--- config.mk ---
export PLATFORM = sky130hd
export DESIGN_NAME = uart_tx_arbiter
export DESIGN_NICKNAME = d
export VERILOG_FILES = /design/src/rtl/uart_arb_pkg.sv /design/src/rtl/uart_arb_fifo.sv /design/src/rtl/uart_tx_arbiter.sv
export SDC_FILE = /design/constraint.sdc
export NUM_CORES = 1
export LEC_CHECK = 0
export BUFFER_PORTS_ARGS = -buffer_cell sky130_fd_sc_hd__buf_2
export CORE_UTILIZATION = 64
export CTS_CLUSTER_SIZE = 40
export DETAILED_ROUTE_END_ITERATION = 6
export PLACE_DENSITY = 0.82
export SYNTH_ARGS = -nofsm -noshare
export SYNTH_HDL_FRONTEND = slang
export SYNTH_HIERARCHICAL = 1
export SYNTH_SLANG_ARGS = --single-unit
--- constraint.sdc ---
create_clock -name clk -period 5.2 [get_ports clk]
set_clock_uncertainty 0.05 [all_clocks]
set_input_delay 0.26 -clock clk [delete_from_list [all_inputs] [get_ports clk]]
set_output_delay 0.26 -clock clk [all_outputs]
set_load 0.005 [all_outputs]
--- src/rtl/uart_arb_pkg.sv ---
// rtl/uart_arb_pkg.sv - FSM states, grant encodings and defaults for the UART TX arbiter
package uart_arb_pkg;

    typedef enum logic [1:0] {
        ST_IDLE   = 2'd0,
        ST_GRANT0 = 2'd1,
        ST_GRANT1 = 2'd2
    } arb_state_t;

    localparam logic [7:0] EOL_CHAR_DEFAULT = 8'h0A;

    localparam logic [1:0] GRANT_NONE = 2'b00;
    localparam logic [1:0] GRANT_REQ0 = 2'b01;
    localparam logic [1:0] GRANT_REQ1 = 2'b10;

endpackage

--- src/rtl/uart_arb_fifo.sv ---
// rtl/uart_arb_fifo.sv - per-requester sync FIFO, wrap-around pointers with an extra lap bit
module uart_arb_fifo #(
    parameter int DEPTH = 4,
    parameter int WIDTH = 8
) (
    input  logic             clk,
    input  logic             rst,
    input  logic             push,
    input  logic [WIDTH-1:0] push_data,
    input  logic             pop,
    output logic [WIDTH-1:0] pop_data,
    output logic             full,
    output logic             empty
);

    localparam int AW = $clog2(DEPTH);

    logic [WIDTH-1:0] mem [DEPTH];
    logic [AW:0]      wr_ptr;
    logic [AW:0]      rd_ptr;
    logic             do_push;
    logic             do_pop;

    // Same index with differing lap bits means the writer is a full lap ahead.
    assign full     = (wr_ptr[AW] != rd_ptr[AW]) && (wr_ptr[AW-1:0] == rd_ptr[AW-1:0]);
    assign empty    = (wr_ptr == rd_ptr);
    assign pop_data = mem[rd_ptr[AW-1:0]];
    assign do_push  = push & ~full;
    assign do_pop   = pop & ~empty;

    always_ff @(posedge clk or posedge rst) begin
        if (rst) begin
            wr_ptr <= '0;
            rd_ptr <= '0;
        end else begin
            if (do_push) wr_ptr <= wr_ptr + 1'b1;
            if (do_pop)  rd_ptr <= rd_ptr + 1'b1;
        end
    end

    always_ff @(posedge clk) begin
        if (do_push) mem[wr_ptr[AW-1:0]] <= push_data;
    end

endmodule

--- src/rtl/uart_tx_arbiter.sv ---
// rtl/uart_tx_arbiter.sv - round-robin share of the UART TX char port; UART_ARB_LINE_LOCK_EN holds grant per line
module uart_tx_arbiter
    import uart_arb_pkg::*;
#(
    parameter int         FIFO_DEPTH   = 4,
    parameter int         LOCK_TIMEOUT = 1024,
    parameter logic [7:0] EOL_CHAR     = EOL_CHAR_DEFAULT
) (
    input  logic       clk,
    input  logic       rst,
    input  logic [7:0] req0_char,
    input  logic       req0_we,
    output logic       req0_full,
    output logic       req0_drop,
    input  logic [7:0] req1_char,
    input  logic       req1_we,
    output logic       req1_full,
    output logic       req1_drop,
    output logic [7:0] uart_io_char,
    output logic       uart_io_we,
    input  logic       uart_io_full,
    output logic [1:0] arb_grant
);

    if (FIFO_DEPTH < 2 || (FIFO_DEPTH & (FIFO_DEPTH - 1)) != 0 || LOCK_TIMEOUT < 1 ||
        $bits(EOL_CHAR) != 8) begin : g_bad_params
        $error("uart_tx_arbiter: invalid parameters");
    end

    arb_state_t state;
    logic       rr_ptr;
    logic       empty0, empty1;
    logic [7:0] data0, data1;
    logic       pop0, pop1;
    logic       in_grant, cur_sel, cur_empty, issue;
    logic [7:0] cur_data;
    logic       release_on_issue, release_on_empty;

    uart_arb_fifo #(.DEPTH(FIFO_DEPTH), .WIDTH(8)) u_fifo0 (
        .clk(clk), .rst(rst), .push(req0_we), .push_data(req0_char),
        .pop(pop0), .pop_data(data0), .full(req0_full), .empty(empty0)
    );

    uart_arb_fifo #(.DEPTH(FIFO_DEPTH), .WIDTH(8)) u_fifo1 (
        .clk(clk), .rst(rst), .push(req1_we), .push_data(req1_char),
        .pop(pop1), .pop_data(data1), .full(req1_full), .empty(empty1)
    );

    assign in_grant  = (state != ST_IDLE);
    assign cur_sel   = (state == ST_GRANT1);
    assign cur_empty = cur_sel ? empty1 : empty0;
    assign cur_data  = cur_sel ? data1 : data0;
    // The ~uart_io_we term inserts a bubble so a late uart_io_full is always seen.
    assign issue     = in_grant & ~cur_empty & ~uart_io_full & ~uart_io_we;
    assign pop0      = issue & ~cur_sel;
    assign pop1      = issue & cur_sel;

`ifdef UART_ARB_LINE_LOCK_EN
    localparam int             TMO_W    = $clog2(LOCK_TIMEOUT + 1);
    localparam logic [TMO_W-1:0] TMO_LAST = TMO_W'(LOCK_TIMEOUT - 1);

    logic [TMO_W-1:0] tmo_cnt;
    logic             cur_push;

    assign cur_push         = cur_sel ? (req1_we & ~req1_full) : (req0_we & ~req0_full);
    assign release_on_issue = (cur_data == EOL_CHAR);
    assign release_on_empty = ~cur_push && (tmo_cnt == TMO_LAST);

    // Counts consecutive empty cycles of the locked FIFO; any push restarts the wait.
    always_ff @(posedge clk or posedge rst) begin
        if (rst) begin
            tmo_cnt <= '0;
        end else if (!in_grant || cur_push || !cur_empty || tmo_cnt == TMO_LAST) begin
            tmo_cnt <= '0;
        end else begin
            tmo_cnt <= tmo_cnt + 1'b1;
        end
    end
`else
    assign release_on_issue = 1'b1;
    assign release_on_empty = 1'b1;
`endif

    always_ff @(posedge clk or posedge rst) begin
        if (rst) begin
            state        <= ST_IDLE;
            rr_ptr       <= 1'b0;
            uart_io_char <= 8'h00;
            uart_io_we   <= 1'b0;
            arb_grant    <= GRANT_NONE;
            req0_drop    <= 1'b0;
            req1_drop    <= 1'b0;
        end else begin
            req0_drop  <= req0_we & req0_full;
            req1_drop  <= req1_we & req1_full;
            uart_io_we <= 1'b0;
            case (state)
                ST_IDLE: begin
                    if (!empty0 && (empty1 || !rr_ptr)) begin
                        state     <= ST_GRANT0;
                        arb_grant <= GRANT_REQ0;
                    end else if (!empty1) begin
                        state     <= ST_GRANT1;
                        arb_grant <= GRANT_REQ1;
                    end
                end
                ST_GRANT0, ST_GRANT1: begin
                    if (issue) begin
                        uart_io_char <= cur_data;
                        uart_io_we   <= 1'b1;
                    end
                    // On release the other requester gets first claim next time.
                    if ((issue && release_on_issue) || (cur_empty && release_on_empty)) begin
                        state     <= ST_IDLE;
                        arb_grant <= GRANT_NONE;
                        rr_ptr    <= ~cur_sel;
                    end
                end
                default: begin
                    state     <= ST_IDLE;
                    arb_grant <= GRANT_NONE;
                end
            endcase
        end
    end

endmodule

; Word-level counts from Yosys, hierarchy flattened
; Memories as Yosys holds them, arrays and structs flattened.
; Index checks and enable logic that the tools add are counted.
[word_totals]
ff_bits = 26
rom_bits = 0
input_bits = 21
ramBits = 64
wordCells = 70
latch_bits = 0
out_inout_bits = 15
mem_count = 2
[classes]
eq_ne = 10
addsub = 4
n_mux = 12
reduce_logical = 13
multipliers = 0
n_lt_le_gt_ge = 0
bitwise = 19
n_div = 0
shifts = 0
[memory_table]
columns = name, depth, word_bits, read_ports, rd_ports_with_merged_regs, write_ports, line
row1 = u_fifo0.mem, 4, 8, 1, 0, 1, uart_arb_fifo.sv:18  ; logic [WIDTH-1:0] mem [DEPTH];
row2 = u_fifo1.mem, 4, 8, 1, 0, 1, uart_arb_fifo.sv:18
[op_table]
columns = cell, n
row1 = 3-bit by 1-bit adder with 3-bit output (second input constant), 4
row2 = 1-bit AND, 11
row3 = 8-bit 2-to-1 mux, 1
row4 = 1-bit inverter, 8
row5 = 1-bit 2-to-1 mux, 7
row6 = 3-bit equality test, 2
row7 = 2-bit 2-to-1 mux, 3
row8 = 2-bit AND reduction, 3
row9 = 2-bit equality test, 2
row10 = 2-bit case mux with 2 select lines, 1
row11 = 1-bit logical AND, 3
row12 = 3-bit inequality test (second input constant), 1
row13 = 2-bit by 1-bit equality test with 1-bit output (second input constant), 1
row14 = 2-bit equality test (second input constant), 1
row15 = 1-bit zero test, 2
row16 = 2-bit zero test, 1
row17 = 1-bit logical OR, 2
row18 = 1-bit inequality test, 2
row19 = 2-bit inequality test (second input constant), 1
row20 = 2-bit nonzero test, 1
row21 = 2-bit OR reduction, 1

; Longest topological paths before layout
; Gate-level depths: netlist of run 1.
[logic_depth]
depth_word = 9
ltp_mapped = 8
ltp_nobuf = 7

; Hierarchy
; The synthesis of run 1 kept the hierarchy.
[modules_own_cells]
columns = module, seq_area_each_um2, cells_each, instances, area_each_um2
row1 = uart_arb_fifo, 1111.1, 91, 2, 1679.1
row2 = uart_tx_arbiter, 350.3, 60, 1, 729.4

; Worst setup path after synthesis of run 1
; OpenSTA, ideal clock, no wires.
[synth_path]
path_kind = register -> register
from = reg u_fifo0.wr_ptr[0]
to = reg uart_io_char[0]
arrival_time_ns = 1.818
setup_time_ns = 0.125
setup_slack_ns = 3.207
n_path_buf = 0
required_ns = 5.025
path_stages_with_launch = 6
period_less_slack_ns = 1.993
cell_sequence = dfrtp_1 > xor2_2 > nor3_1 > mux2i_2 > nand3_2 > mux2_2
[synth_via]
elab_chain_len = 7
[synth_lines]
columns = item, line
row1 = "start, declared", uart_arb_fifo.sv:19  ; logic [AW:0] wr_ptr;
row2 = "start signal, assigned", uart_arb_fifo.sv:36  ; if (do_push) wr_ptr <= wr_ptr + 1'b1;
row3 = 3-bit equality test, uart_arb_fifo.sv:26  ; assign empty = (wr_ptr == rd_ptr);
row4 = net empty0, uart_tx_arbiter.sv:32  ; logic empty0, empty1;
row5 = 1-bit 2-to-1 mux, uart_tx_arbiter.sv:51  ; assign cur_empty = cur_sel ? empty1 : empty0;
row6 = 1-bit inverter, uart_tx_arbiter.sv:54  ; assign issue = in_grant & ~cur_empty & ~uart_io_full & ~uart_io_we;
row7 = 1-bit AND (3 in series), uart_tx_arbiter.sv:54
row8 = 2-bit AND reduction (no source line), --
row9 = "end signal, assigned", uart_tx_arbiter.sv:109  ; uart_io_char <= cur_data;
row10 = "end, declared", uart_tx_arbiter.sv:19  ; output logic [7:0] uart_io_char,
; The timed path passes the listed nets, and every way through them passes these cells.
; A chain may end at the register's enable or synchronous reset.

; Final worst setup path of run 1
[layout_path]
from = reg u_fifo0.rd_ptr[0]
to = reg uart_io_char[4]
[layout_via]
elab_chain_len = 7
elab_cells_between_ends = 9
cone_classes = eq/ne: 1 / mux: 2 / bitwise: 4 / reduce/logical: 1 / memory: 1
[layout_lines]
columns = item, line
row1 = "start, declared", uart_arb_fifo.sv:20  ; logic [AW:0] rd_ptr;
row2 = "start signal, assigned", uart_arb_fifo.sv:37  ; if (do_pop) rd_ptr <= rd_ptr + 1'b1;
row3 = 3-bit equality test, uart_arb_fifo.sv:26
row4 = net empty0, uart_tx_arbiter.sv:32
row5 = 1-bit 2-to-1 mux, uart_tx_arbiter.sv:51
row6 = 1-bit inverter, uart_tx_arbiter.sv:54
row7 = 1-bit AND (3 in series), uart_tx_arbiter.sv:54
row8 = 2-bit AND reduction (no source line), --
; The timed path passes the listed nets, and every way through them passes these cells.

==> metrics.cfg, run 1 <==
[global_route]
track_usage_pct = 23.3
grt_pass1_wl_um = 10800
grt_antenna_before_repair = 0
first_global_vias = 2123
grt_overflow = 0
grt_max_degree = 17

[power_and_ir_drop]
peakVddDrop_v = 0.000314
p_total_mw = 2.60
p_per_area_nw_per_um2 = 570
leakage_nw = 1.78

[sta]
fmax_ghz = 0.389
hold_viol_final = 0
slew_violations = 0
fin_crit_sh_pct = 49.5
setup-violations-final = 0
rsz0062_at_grt = false
layout_min_cycle_time_ns = 2.57
tns_ns = 0
tightest_slew_ns = 0.723
slew_headroom_pct = 51.6

[finish]
n_antenna_cell = 0
finalNetCount = 317
design_area_um2 = 4550
area.growth.synth_to_final_pct = 11.3
fin_cells = 364
drive_gt1_share_pct = 28.4
utilization_pct = 75.5

[die]
design.die.area_um2 = 6710
start_util_pct = 67.8
rows = 28
fp.dieW_um = 81.9
chipHeight_um = 81.9
ios = 36
core_area_um2 = 6030

[route]
drc = 0
postRouteWirelength_um = 6780
via_per_inst = 5.85
drtAntennaViolNets = 0
drt_iter0_markers = 84
wl_per_cell_um = 18.6
num_vias = 2130
drt_first_pass_iters = 4

[yosys]
syn_avg_cell_area_um2 = 16.9
syn_area_um2 = 4090
synth_cells = 242
synth_seq_cells = 90
yosys_warnings = 6
synth_nets = 275
ys_seq_area_share_pct = 62.9
yosys.cell_types.count = 35

[clock_network]
cts_hold_buffers = 1
htree_levels = 3
clockBufferDepth = 2
tritoncts = yes
clk_pin_slew_worst_paths_ns = 0.09
clk_latency_ns = 0.34
cts_buffers = 9
cts_sinks = 90
postCtsSetupRepairBufs = 0
cts_resized = 0
root_buffer = clkbuf_8

[worst_setup_path]
end_kind = register
r2r-start = u_fifo0/rd_ptr[0]
cp_data_arrival_time_ns = 2.74
critPathKind = reg2reg
cp_max_fo = 12
cp-start-kind = register
required_ns = 5.37
crit_start = u_fifo0/rd_ptr[0]

[placement]
dpl_cell_area_um2 = 4320
port_buffers = 35
dp_hpwl_um = 4750
gp_congestion = 0.801
dp_cells = 347

[outcome]
status = complete, no violations

[run]
cap_viol_max_count = 0

[worst_hold_path]
hold_start = req0_char[1]
hp-class = in2reg

cells in the final DEF (no fill, tap or decap), types with 3 or more instances in the layout:
cell       n
inv_1     17
mux2_2    16
o31ai_1   10
a21oi_1    9
nor3_1     6
xor2_1     4
nand2b_1   4
edfxtp_1  64
nand3_2    3
xor2_2     4
mux4_1    16
clkbuf_8   9
and3_1     6
dfrtp_1   26
nand2_1    7
buf_2     35
ha_1      12
xnor2_1    8
layout make-up:
| cell class | count | area, µm² |
|---|---|---|
| clock buffers | 10 | 128 |
| flip-flops and latches | 90 | 2570 |
| well taps | 75 | 93.8 |
| inverters | 17 | 63.8 |
| fillers | 351 | 1480 |
| repair buffers | 36 | 185 |
| multi-input cells | 130 | 1420 |
| clock inverters | 6 | 90.1 |
routing by layer:
metal  up-vias  global-route usage (%)  part of all wire [%]
met1      1052                    31.7                    44
met3         6                    4.67                   5.0
met5         -                       0                     0
met2        54                    37.9                    50
met4         0                    7.89                  0.89
li1       1018                       -                     -
Yosys cell counts:
cell	n	area, µm²
xor2_2	4	65.1
a21oi_1	9	45.0
a211oi_1	2	15.0
nand3_2	3	30.0
nor3_2	1	10.0
o211ai_1	1	7.51
a211oi_2	2	25.0
mux2_2	16	180
ha_1	12	150
xnor2_2	2	32.5
nand2b_1	4	25.0
buf_2	1	5.00
nand3_1	2	10.0
mux4_1	16	420
mux2i_2	1	13.8
or3_4	1	11.3
dfrtp_1	26	651
and2_1	2	12.5
nor2_1	2	7.51
a31oi_2	2	25.0
and3_2	1	7.51
buf_6	2	22.5
inv_1	17	63.8
clkbuf_1	2	7.51
and3_1	6	37.5
a21boi_0	2	15.0
o21ai_0	1	5.00
nor3_1	6	30.0
nand2_1	7	26.3
xor2_1	4	35.0
a31o_1	1	8.76
a32o_1	2	20.0
edfxtp_1	64	1920
o31ai_1	10	75.1
xnor2_1	8	70.1
registers in the layout (all words and copies together), names as in the netlist:
| name | flops |
|---|---|
| u_fifo1/mem | 32 |
| uart_io_we | 1 |
| u_fifo0/mem | 32 |
| u_fifo0/rd_ptr | 3 |
| u_fifo1/rd_ptr | 3 |
| rr_ptr | 1 |
| req1_drop | 1 |
| req0_drop | 1 |
| uart_io_char | 8 |
| state | 2 |
| u_fifo0/wr_ptr | 3 |
| u_fifo1/wr_ptr | 3 |
where the power goes:
group          switching [mW]  internal (mW)  leakage, nW
clock                   0.238          0.274        0.109
sequential              0.175          0.972        0.909
combinational           0.478          0.458        0.766
critical path, cell delays in order (launching register included):
cell and delay [ns]:
dfrtp_1 0.77, xor2_2 0.23, nor3_1 0.57, mux2i_2 0.20, nand3_2 0.25, mux2_2 0.38
logic make-up (layout without fill, tap and decap cells):
| logic type | Yosys count | count (layout) | synth area share [%] |
|---|---|---|---|
| simple gates | 35 | 35 | 5.08 |
| compound gates | 32 | 32 | 5.91 |
| xor+xnor | 18 | 18 | 4.96 |
| fa+ha+maj | 12 | 12 | 3.67 |
| mux | 33 | 33 | 15.0 |
| buf+inv | 22 | 69 | 2.42 |
| flops | 90 | 90 | 62.9 |
through the flow:
stage / worst slack [ns] / hold WS, ns
after floorplan: 3.21 / 0.000959
after global placement: 2.73 / 0.165
after detailed placement: 2.64 / 0.170
after CTS: 2.62 / 0.0642
after global routing: 2.43 / 0.0601
final: 2.63 / 0.0803
path summary, 6_finish.rpt:
kind,slack [ns],end,cells after the start
max,2.63,uart_io_char[4],5
min,0.08,u_fifo0/mem[2][1],1
max reg2reg,2.63,uart_io_char[4],5
min reg2reg,0.48,uart_io_char[7],1
max in group asynchronous,4.24,uart_io_char[1],3
min in group asynchronous,0.34,u_fifo0/wr_ptr[2],3
No activity file was read; power rests on OpenSTA's default activity.
==> run 2: changes to the inputs <==
Settings changed: CORE_UTILIZATION 64 to 53, PLACE_DENSITY 0.82 to 0.72.
Clock period 5.2 ns to 2.1 ns, I/O delays scaled along.
==> metrics.cfg, run 2 (same netlist as run 1, synthesis figures left out) <==
[outcome]
status = complete, no violations

[sta]
setup_ws_ns = 0.144
tightest_slew_ns = 0.617
slew_violations = 0
tns_ns = 0
layout_min_cycle_time_ns = 1.96
setup-violations-final = 0
slew_headroom_pct = 58.9
hold_viol_final = 0
rsz0062_at_grt = false
fin_crit_sh_pct = 93.2
fmax_ghz = 0.511

[global_route]
track_usage_pct = 21.5
grt_antenna_before_repair = 0
grt_pass1_wl_um = 12900
grt_overflow = 0
first_global_vias = 2479
grt_max_degree = 17

[power_and_ir_drop]
peakVddDrop_v = 0.000790
p_per_area_nw_per_um2 = 1390
leakage_nw = 1.96
p_total_mw = 6.87

[placement]
dpl_cell_area_um2 = 4530
dp_hpwl_um = 5210
gp_congestion = 0.821
post-place-ws_ns = 0.134
port_buffers = 35

[worst_setup_path]
cp-start-kind = register
critPathKind = reg2reg
r2r-start = u_fifo0/rd_ptr[1]
cp_data_arrival_time_ns = 2.14
end_kind = register
worstPathCellList = xor2_1 -> nor3_1 -> buf_4 -> mux2i_2 -> nand3_2 -> mux2_2
cp_max_fo = 9
cp_top_family = multiplexers
worst-path-buf-inv = 1
crit_start = u_fifo0/rd_ptr[1]
required_ns = 2.28
r2r-end = uart_io_char[0]
critical-path-slowest-cell = dfrtp_1
max_stage_delay_ns = 0.44
reg2reg_setup_slack_ns = 0.14
reg2reg_depth = 6

[worst_hold_path]
hp-class = in2reg
min_to = req0_drop
hold_start = req0_we
holdPathStages = 2

[finish]
n_antenna_cell = 0
mostFrequentLayoutCells = edfxtp_1 (64), buf_2 (35), dfrtp_1 (26)
finalNetCount = 354
drive_gt1_share_pct = 32.8
area.growth.synth_to_final_pct = 20.5
final_common_cell = edfxtp_1
design_area_um2 = 4920

[route]
wl_met2_um = 4060
postRouteWirelength_um = 7820
wl_per_cell_um = 18.4
met1Wirelength_um = 3390
drc = 0
drt_iter0_markers = 137
via_per_inst = 5.50
top_layer_used = met4
drtAntennaViolNets = 0
num_vias = 2336
drt_first_pass_iters = 4
met3_length_um = 292

[die]
chipHeight_um = 89.8
ios = 36
start_util_pct = 55.5
rows = 31
fp.dieW_um = 89.8
core_area_um2 = 7370
design.die.area_um2 = 8070

[clock_network]
htree_levels = 3
root_buffer = clkbuf_8
clockBufferDepth = 2
clk_pin_slew_worst_paths_ns = 0.09
cts_sinks = 90
clk_latency_ns = 0.35
cts_buffers = 9
postCtsSetupRepairBufs = 0
tritoncts = yes

[run]
cap_viol_max_count = 0

-- run 2: cell count changes in the layout (fill, tap and decap cells not counted), sizes merged --
cell         delta
buf            +21
bufinv          -1
clkinvlp        +1
dlygate4sd3    +16
-- run 2: worst register-to-register path, delay by kind of cell, from the launching register on --
| family | cells | cell delay (ns) |
|---|---|---|
| and+or+nand+nor | 2 | 0.35 |
| xor gates and xnor gates | 1 | 0.24 |
| muxes | 2 | 0.59 |
| buffers and inverters | 1 | 0.16 |
| DFF | 1 | 0.44 |
-- run 2: through the flow --
step / hold WS (ns) / util, % / std cells
after floorplan: -0.154 / - / 242
after global placement: 0.0246 / 61.5 / 392
after detailed placement: 0.0310 / 61.5 / 392
after CTS: 0.00929 / 66.7 / 425
after global routing: 0.0250 / 66.8 / 425
final: 0.0244 / 66.8 / 425
-- run 2: power by group --
part / switching (mW) / internal, mW
combinational: 1.45 / 1.47
sequential: 0.302 / 2.41
clock: 0.637 / 0.596
total: 2.39 / 4.48
-- run 2: timing repair --
action	4_1_cts	5_1_grt
endpoints found under the setup margin	0	5
hold buffers	17	0
endpoints found under the hold margin	90	0
resized for setup	0	2
-- run 2: cell type report --
cell class / count / area [µm²]
Clock inverter: 6 / 72.6
Inverter: 17 / 63.8
Timing Repair Buffer: 73 / 528
Clock buffer: 10 / 138
Multi-Input combinational cell: 130 / 1430
Tap cell: 99 / 124
Fill cell: 515 / 2440
Sequential cell: 90 / 2570
-- run 2: worst max-delay path by stage --
stage	endpoint	cells after the start
floorplan	uart_io_char[0]	5
global placement	u_fifo0/rd_ptr[1]	8
detailed placement	u_fifo0/rd_ptr[1]	8
CTS	u_fifo0/rd_ptr[1]	8
global route	uart_io_char[0]	6
finish	uart_io_char[0]	6
-- run 2: routing by layer --
layer  up-vias  track usage, %
met4         0            7.65
met2        45            36.6
li1       1098               -
met1      1187            28.4
met5         -               0
met3         6            3.21
==> run 3: changes to the inputs <==
Settings changed: CORE_MARGIN from default to 2, CORE_UTILIZATION 53 to 55, CTS_BUF_LIST from default to sky130_fd_sc_hd__clkbuf_8, PLACE_DENSITY 0.72 to 0.75, SYNTH_HIERARCHICAL 1 to default.
==> metrics.cfg, run 3 <==
[global_route]
grt_pass1_wl_um = 10200
track_usage_pct = 18.2
grt_antenna_before_repair = 0
grt_overflow = 0
grt_max_degree = 27
first_global_vias = 2081

[yosys]
syn_avg_cell_area_um2 = 17.1
synth_nets = 264
ys_seq_area_share_pct = 65.2
synthTopCellsByArea = edfxtp_1 (49%), dfrtp_1 (16%), mux4_2 (5.7%), mux4_1 (4.0%), ha_1 (3.8%)
yosysTopAreaCellShare_pct = 48.7
syn_area_um2 = 3950
synth_cells = 231
yosys_warnings = 0
synthFlopType = edfxtp_1
yosys.cell_types.count = 37
synth_seq_cells = 90
netlist_top_cells_count = edfxtp_1 (64), nand2_1 (28), dfrtp_1 (26)
yosys.area.top_type = edfxtp_1
async_flop_share_pct = 28.9
synth_most_common_cell = edfxtp_1
synth_edf_count = 64

[worst_setup_path]
end_kind = register
reg2reg_setup_slack_ns = 0.22
required_ns = 2.06
reg2reg_depth = 3
cp_max_fo = 8
cp-start-kind = register
critPathKind = reg2reg
cp_data_arrival_time_ns = 1.84

[finish]
fin_cells = 403
final_common_cell = edfxtp_1
finalNetCount = 335
drive_gt1_share_pct = 29.6
n_antenna_cell = 0
design_area_um2 = 4690
area.growth.synth_to_final_pct = 19.0
mostFrequentLayoutCells = edfxtp_1 (64), buf_2 (35), nand2_1 (28)

[power_and_ir_drop]
p_per_area_nw_per_um2 = 1450
peakVddDrop_v = 0.000830
leakage_nw = 1.88

[clock_network]
clk_pin_slew_worst_paths_ns = 0.09
cts_sinks = 90
tritoncts = yes
htree_levels = 3
cts_resized = 0
clockBufferDepth = 2
root_buffer = clkbuf_8
cts_hold_buffers = 19
clk_latency_ns = 0.35
postCtsSetupRepairBufs = 0
cts_buffers = 9

[route]
wl_per_cell_um = 16.1
via_per_inst = 5.26
drt_first_pass_iters = 4
postRouteWirelength_um = 6510
drc = 0
num_vias = 2120
drtAntennaViolNets = 0
drt_iter0_markers = 97

[sta]
fin_crit_sh_pct = 89.7
holdWs_ns = 0.115
setup-violations-final = 0
setup_ws_ns = 0.216
hold_viol_final = 0
layout_min_cycle_time_ns = 1.88
slew_headroom_pct = 70.0
tns_ns = 0
tightest_slew_ns = 0.450
fmax_ghz = 0.531
rsz0062_at_grt = false
slew_violations = 0

[die]
core_area_um2 = 6870
design.die.area_um2 = 7870
rows = 30
fp.dieW_um = 88.7
start_util_pct = 57.4
chipHeight_um = 88.7
ios = 36

[placement]
port_buffers = 35
dp_hpwl_um = 4410
post-place-ws_ns = 0.210
gp_congestion = 0.851
dp_cells = 368
dpl_cell_area_um2 = 4290

[worst_hold_path]
holdPathStages = 4
hp-class = in2reg

[outcome]
status = complete, no violations

[run]
cap_viol_max_count = 0

## run 3: metal layers
| metal | part of all wire, % | global-route usage, % | vias to the layer above | wire, µm |
|---|---|---|---|---|
| met4 | 2.3 | 9.37 | 0 | 147 |
| met1 | 46 | 24.0 | 1064 | 3020 |
| met5 | 0 | 0 | - | 0 |
| met2 | 48 | 29.3 | 38 | 3150 |
| li1 | - | - | 1007 | - |
| met3 | 3.0 | 3.36 | 11 | 194 |
## run 3: cell type report
cell class              count  area, µm²
flip-flops and latches     90       2570
fillers                   506       2170
multi-input cells         122       1270
repair buffers             65        460
clock buffers               9        124
well taps                  96        120
clock inverters             7       93.8
inverters                  14       52.6
## run 3: path summary, 6_finish.rpt
path                                   start                 to
setup reg to reg           u_fifo0.wr_ptr[2]  u_fifo0.mem[0][6]
min in group asynchronous                rst          req0_drop
hold / removal                  uart_io_full         uart_io_we
max in group asynchronous                rst  u_fifo1.wr_ptr[1]
setup / recovery           u_fifo0.wr_ptr[2]  u_fifo0.mem[0][6]
hold reg to reg            u_fifo0.rd_ptr[2]  u_fifo0.rd_ptr[2]
## run 3: logic make-up after synthesis
logic type | count (synthesis) | share of synthesized area (%)
flops | 90 | 65.2
simple gates | 51 | 7.23
mux | 26 | 12.6
buf+inv | 19 | 2.60
xor+xnor | 18 | 5.33
compound gates | 15 | 3.30
fa+ha+maj | 12 | 3.80
## run 3: through the flow
step           util (%)  power (mW)
3_3_place_gp       62.4        5.48
4_1_cts            68.3        6.85
5_1_grt            68.3        7.23
6_report           68.3        6.79
2_1_floorplan         -        4.81
3_5_place_dp       62.4        5.55
## run 3: report_power, final
part	switching [mW]	internal [mW]	total, mW
Sequential	0.335	2.46	2.80
Clock	0.605	0.672	1.28
Combinational	1.40	1.31	2.71
Total	2.34	4.44	6.79
## run 3: worst max-delay path, cell delays in order (launching register included)
cell and delay (ns):
dfrtp_1 0.43, xor2_1 0.21, a31oi_2 0.38, and2_1 0.46
